<file path="config.mk">
export PLATFORM = sky130hd
export DESIGN_NAME = ps2_key_tracker
export DESIGN_NICKNAME = d
export VERILOG_FILES = /design/src/rtl/ps2_key_tracker.sv
export SDC_FILE = /design/constraint.sdc
export NUM_CORES = 1
export LEC_CHECK = 0
export ABC_AREA = 1
export CORE_MARGIN = 8
export CORE_UTILIZATION = 58
export DETAILED_ROUTE_END_ITERATION = 8
export GPL_TIMING_DRIVEN = 0
export PLACE_DENSITY_LB_ADDON = 0.25
export SLEW_MARGIN = 20
export SYNTH_ARGS = -nofsm -noshare
export SYNTH_HDL_FRONTEND = slang
export SYNTH_SLANG_ARGS = --single-unit
</file>
<file path="constraint.sdc">
create_clock -name clk -period 2.4 [get_ports clk]
set_clock_uncertainty 0.1 [all_clocks]
set_input_delay 0.48 -clock clk [delete_from_list [all_inputs] [get_ports clk]]
set_output_delay 0.48 -clock clk [all_outputs]
set_load 0.02 [all_outputs]
</file>
<file path="src/rtl/ps2_key_tracker.sv">
// ps2_key_tracker
//
// Receives PS/2 keyboard frames, validates start/parity/stop, and tracks the
// currently held key plus a count of accepted new presses. All outputs are
// registered and only change on a completed frame or a frame abort, so a
// downstream seven-segment display never shows partial values.
//
// Parameters:
//   TIMEOUT_CYCLES  clk cycles without a PS/2 clock falling edge, mid-frame,
//                   before the partial frame is aborted.
//
// Ports:
//   clk        in   system clock (single domain)
//   rst        in   synchronous active-high reset
//   ps2_clk    in   raw PS/2 clock pin (asynchronous)
//   ps2_data   in   raw PS/2 data pin (asynchronous)
//   key_code   out  scan code of the held key, 0x00 when none held
//   key_valid  out  high while a key is held
//   press_cnt  out  count of accepted new presses, wraps 255 -> 0
//   frame_err  out  one-cycle pulse on a rejected or aborted frame

module ps2_key_tracker #(
    parameter int TIMEOUT_CYCLES = 50000
) (
    input  logic       clk,
    input  logic       rst,
    input  logic       ps2_clk,
    input  logic       ps2_data,
    output logic [7:0] key_code,
    output logic       key_valid,
    output logic [7:0] press_cnt,
    output logic       frame_err
);

    localparam int             TO_W   = $clog2(TIMEOUT_CYCLES + 1);
    localparam logic [TO_W-1:0] TO_MAX = TO_W'(TIMEOUT_CYCLES);

    typedef enum logic [1:0] {
        S_IDLE,
        S_HELD,
        S_BREAK
    } state_t;

    // Synchronizer and edge-detect flops
    logic            ps2c_s1_q, ps2c_s1_d;
    logic            ps2c_s2_q, ps2c_s2_d;
    logic            ps2c_prev_q, ps2c_prev_d;
    logic            ps2d_s1_q, ps2d_s1_d;
    logic            ps2d_s2_q, ps2d_s2_d;

    // Frame capture
    logic [3:0]      bit_cnt_q, bit_cnt_d;
    logic [9:0]      shift_q, shift_d;
    logic [TO_W-1:0] to_cnt_q, to_cnt_d;

    // Byte FSM and outputs
    state_t          state_q, state_d;
    logic [7:0]      key_code_q, key_code_d;
    logic            key_valid_q, key_valid_d;
    logic [7:0]      press_cnt_q, press_cnt_d;
    logic            frame_err_q, frame_err_d;

    logic            fall;
    logic            timeout_hit;
    logic            frame_ok;
    logic [7:0]      rx_byte;

    assign fall        = ps2c_prev_q & ~ps2c_s2_q;
    assign timeout_hit = (bit_cnt_q != 4'd0) && (to_cnt_q == TO_MAX);

    // After ten falls the shift register holds start in [0], data in [8:1]
    // and parity in [9]; the stop bit is the live synced data on the 11th fall.
    assign rx_byte  = shift_q[8:1];
    assign frame_ok = ~shift_q[0] & ps2d_s2_q & (^shift_q[9:1]);

    always_comb begin
        ps2c_s1_d   = ps2_clk;
        ps2c_s2_d   = ps2c_s1_q;
        ps2c_prev_d = ps2c_s2_q;
        ps2d_s1_d   = ps2_data;
        ps2d_s2_d   = ps2d_s1_q;

        bit_cnt_d   = bit_cnt_q;
        shift_d     = shift_q;
        to_cnt_d    = to_cnt_q;
        state_d     = state_q;
        key_code_d  = key_code_q;
        key_valid_d = key_valid_q;
        press_cnt_d = press_cnt_q;
        frame_err_d = 1'b0;

        if (fall || bit_cnt_q == 4'd0) begin
            to_cnt_d = '0;
        end else begin
            to_cnt_d = to_cnt_q + 1'b1;
        end

        if (timeout_hit) begin
            // Abort the partial frame; a coincident fall starts a new frame.
            frame_err_d = 1'b1;
            to_cnt_d    = '0;
            if (fall) begin
                bit_cnt_d = 4'd1;
                shift_d   = {ps2d_s2_q, shift_q[9:1]};
            end else begin
                bit_cnt_d = 4'd0;
            end
        end else if (fall) begin
            if (bit_cnt_q == 4'd10) begin
                bit_cnt_d = 4'd0;
                if (!frame_ok) begin
                    frame_err_d = 1'b1;
                end else if (rx_byte == 8'hE0) begin
                    // Extended-key prefix carries no information here.
                end else if (rx_byte == 8'hF0) begin
                    state_d = S_BREAK;
                end else begin
                    case (state_q)
                        S_IDLE: begin
                            key_code_d  = rx_byte;
                            key_valid_d = 1'b1;
                            press_cnt_d = press_cnt_q + 8'd1;
                            state_d     = S_HELD;
                        end
                        S_HELD: begin
                            if (rx_byte != key_code_q) begin
                                key_code_d  = rx_byte;
                                press_cnt_d = press_cnt_q + 8'd1;
                            end
                        end
                        default: begin
                            // key_valid_q is untouched while in S_BREAK, so it
                            // records whether a key was held before the F0.
                            if (key_valid_q && rx_byte == key_code_q) begin
                                key_code_d  = 8'h00;
                                key_valid_d = 1'b0;
                                state_d     = S_IDLE;
                            end else if (key_valid_q) begin
                                state_d = S_HELD;
                            end else begin
                                state_d = S_IDLE;
                            end
                        end
                    endcase
                end
            end else begin
                bit_cnt_d = bit_cnt_q + 4'd1;
                shift_d   = {ps2d_s2_q, shift_q[9:1]};
            end
        end
    end

    always_ff @(posedge clk) begin
        if (rst) begin
            ps2c_s1_q   <= 1'b1;
            ps2c_s2_q   <= 1'b1;
            ps2c_prev_q <= 1'b1;
            ps2d_s1_q   <= 1'b1;
            ps2d_s2_q   <= 1'b1;
            bit_cnt_q   <= 4'd0;
            shift_q     <= '0;
            to_cnt_q    <= '0;
            state_q     <= S_IDLE;
            key_code_q  <= 8'h00;
            key_valid_q <= 1'b0;
            press_cnt_q <= 8'h00;
            frame_err_q <= 1'b0;
        end else begin
            ps2c_s1_q   <= ps2c_s1_d;
            ps2c_s2_q   <= ps2c_s2_d;
            ps2c_prev_q <= ps2c_prev_d;
            ps2d_s1_q   <= ps2d_s1_d;
            ps2d_s2_q   <= ps2d_s2_d;
            bit_cnt_q   <= bit_cnt_d;
            shift_q     <= shift_d;
            to_cnt_q    <= to_cnt_d;
            state_q     <= state_d;
            key_code_q  <= key_code_d;
            key_valid_q <= key_valid_d;
            press_cnt_q <= press_cnt_d;
            frame_err_q <= frame_err_d;
        end
    end

    assign key_code  = key_code_q;
    assign key_valid = key_valid_q;
    assign press_cnt = press_cnt_q;
    assign frame_err = frame_err_q;

endmodule

</file>
==> metrics.csv <==
metric,value,unit
worstPathArrival,2.27,ns
nets,453,
first_pass_iters,4,
n_fill_cell,421,
cts_setup_buffers,0,
synth_top_area_cell,dfxtp_1,
r2r-end,key_code[7],
r2r_slack,0.28,ns
irDropWorstVdd,0.000413,V
place_ws,0.265,ns
start_util,60.3,%
cts_buffer_depth,2,
cts_max_level,2,
ff2ff_path_depth,16,
routed_wirelength,5.81,mm
cts_inserted_buffers,5,
drv_cap,0,
ys.flop_type,dfxtp_1,
cts.sinks,55,
yosysWarnings,0,
wl_per_cell,11.5,um
vias_per_cell,5.03,
synth_cell_types,29,
power.density,494,nW/um^2
r2r_start,shift_q[4],
grt_pass1_vias,2535,
gp_congestion,0.871,
antenna_found_initial,0,
grt_overflow_total,0,
grt_max_degree,16,
seq_area_frac_synth,38.7,%
ys_top_cells_by_area,"dfxtp_1 (39%), nand2_1 (13%), nor2_1 (8.3%)",
ys_async_sr_fraction,0,%
dieArea,7410,um^2
slew_headroom,59.7,%
path_class,flop to flop,
finalSetupViolCount,0,
worst_skew_pair.late_latency,0.30,ns
path_clk_slew,0.09,ns
final_cells,506,
cts_tree,yes,
cp_max_fo,10,
drc_errors,0,
cp-end-kind,flop,
rows,25,
grt_first_pass_wirelength,10.3,mm
tightest_slew,0.604,ns
vias,2543,
ant_nets,0,
fp.dieH,86.1,um
ys_ff_latch,55,
syn2layout_area_growth,14.1,%
fin_ws,0.279,ns
cts_resized,0,
dp.cells,498,
cts_root_buffer,clkbuf_8,
fmax,471,MHz
layout-drive-gt1-share,8.88,%
io_buffer_count,21,
n_antenna_cell,0,
hpwl,4.38,mm
die_w,86.1,um
synth_top_area_share,38.7,%
drt-initial-drc-count,131,
syn_nets,425,
synthMostInstantiatedCell,nand2_1,
syn_avg_cell_area,6.94,um^2
p_total,1.60,mW
tns,0,ns
slew_viol_final,0,
synth_edf_count,0,
power_leakage,1.37,nW
worstPathRequired,2.55,ns
synth_cells,410,
period_share,88.4,%
hold_buffers,0,
hold_end,ps2d_s2_q,
core,4720,um^2
grt_use_total,16.9,%
syn-cell-area,2850,um^2
num_io_pins,22,
min_from,ps2d_s1_q,
final.min_clock_period,2.12,ns
grt_setup_unrepaired,no,
finalHoldViolations,0,
min_path_cells,1,
synthTopCellsByCount,"nand2_1 (101), nor2_1 (63), dfxtp_1 (55), inv_1 (51), a21oi_1 (26)",
hp-class,flop to flop,
status,finished clean,
start_kind,flop,
whs,0.313,ns
## critical path, stage by stage (launching register included)
cell     delay (ns)
dfxtp_1        0.38
inv_1          0.09
ha_1           0.29
inv_1          0.06
nand2_1        0.06
nand2_1        0.06
nand2_1        0.06
nand2_1        0.06
nand2_1        0.05
nand2_1        0.05
nand2_1        0.13
nor2_4         0.20
nand3_2        0.12
buf_6          0.16
nand2_1        0.05
nand2_1        0.05
nor2_1         0.10
## sequential cells by signal, indices dropped and copies added (netlist names), 2 cells and up
| signal | cells |
|---|---|
| bit_cnt_q | 4 |
| to_cnt_q | 16 |
| shift_q | 10 |
| key_code | 8 |
| press_cnt | 8 |
| state_q | 2 |
## per-layer routing
layer	global-route usage [%]	routed length (um)	vias up
met2	31.5	2930	41
met4	6.85	119	0
li1	-	-	1332
met5	0	0	-
met1	17.8	2550	1160
met3	3.53	218	10
## metrics by stage
| step | utilization (%) | cell area, um^2 |
|---|---|---|
| 2_1_floorplan | - | 2850 |
| 3_3_place_gp | 66.5 | 3140 |
| 3_5_place_dp | 66.5 | 3140 |
| 4_1_cts | 68.6 | 3240 |
| 5_1_grt | 68.7 | 3250 |
| 6_report | 68.7 | 3250 |
## cells in the final DEF (no fill, tap or decap), drive strengths merged
cell type        n
nor2            69
or2              4
nand3           29
a21oi           26
nand4            7
nand2          103
a311oi           1
clkbuf          12
nor3b            3
o41ai            1
clkdlybuf4s50   21
nor3             5
inv             57
buf              5
ha              11
nand3b           1
dfxtp           55
o21ai           12
xnor2            5
xor2            12
## cell families (layout without fill, tap and decap cells)
group                      count (synthesis)  after routing  share of synthesized area, %
AOI/OAI and AO/OA                         40             40                          7.30
and+or+nand+nor                          221            221                          34.6
DFF                                       55             55                          38.7
adders and majority gates                 11             11                          4.84
buffers and inverters                     66             95                          9.36
xor gates and xnor gates                  17             17                          5.23
## area by class of cell
cell class | instances | area (um^2) | share of cell area, %
Inverter | 57 | 214 | 6.59
Clock buffer | 8 | 100 | 3.08
Multi-Input combinational cell | 289 | 1480 | 45.7
Tap cell | 67 | 83.8 | 2.58
Sequential cell | 55 | 1100 | 34.0
Timing Repair Buffer | 21 | 210 | 6.47
Buffer | 9 | 52.6 | 1.62
## power by group
part	switching (mW)	internal, mW
Combinational	0.0783	0.0421
Clock	0.282	0.264
Sequential	0.0117	0.925
## worst max-delay path by stage
| stage | startpoint | end | depth (start not counted) |
|---|---|---|---|
| floorplan | shift_q[5] | key_code[1] | 15 |
| CTS | shift_q[5] | press_cnt[6] | 14 |
| global route | shift_q[3] | press_cnt[5] | 14 |
| detailed placement | shift_q[5] | state_q[1] | 14 |
| global placement | shift_q[5] | state_q[0] | 14 |
| finish | shift_q[4] | key_code[7] | 16 |
Note: power is estimated with default switching activity, not from simulation.
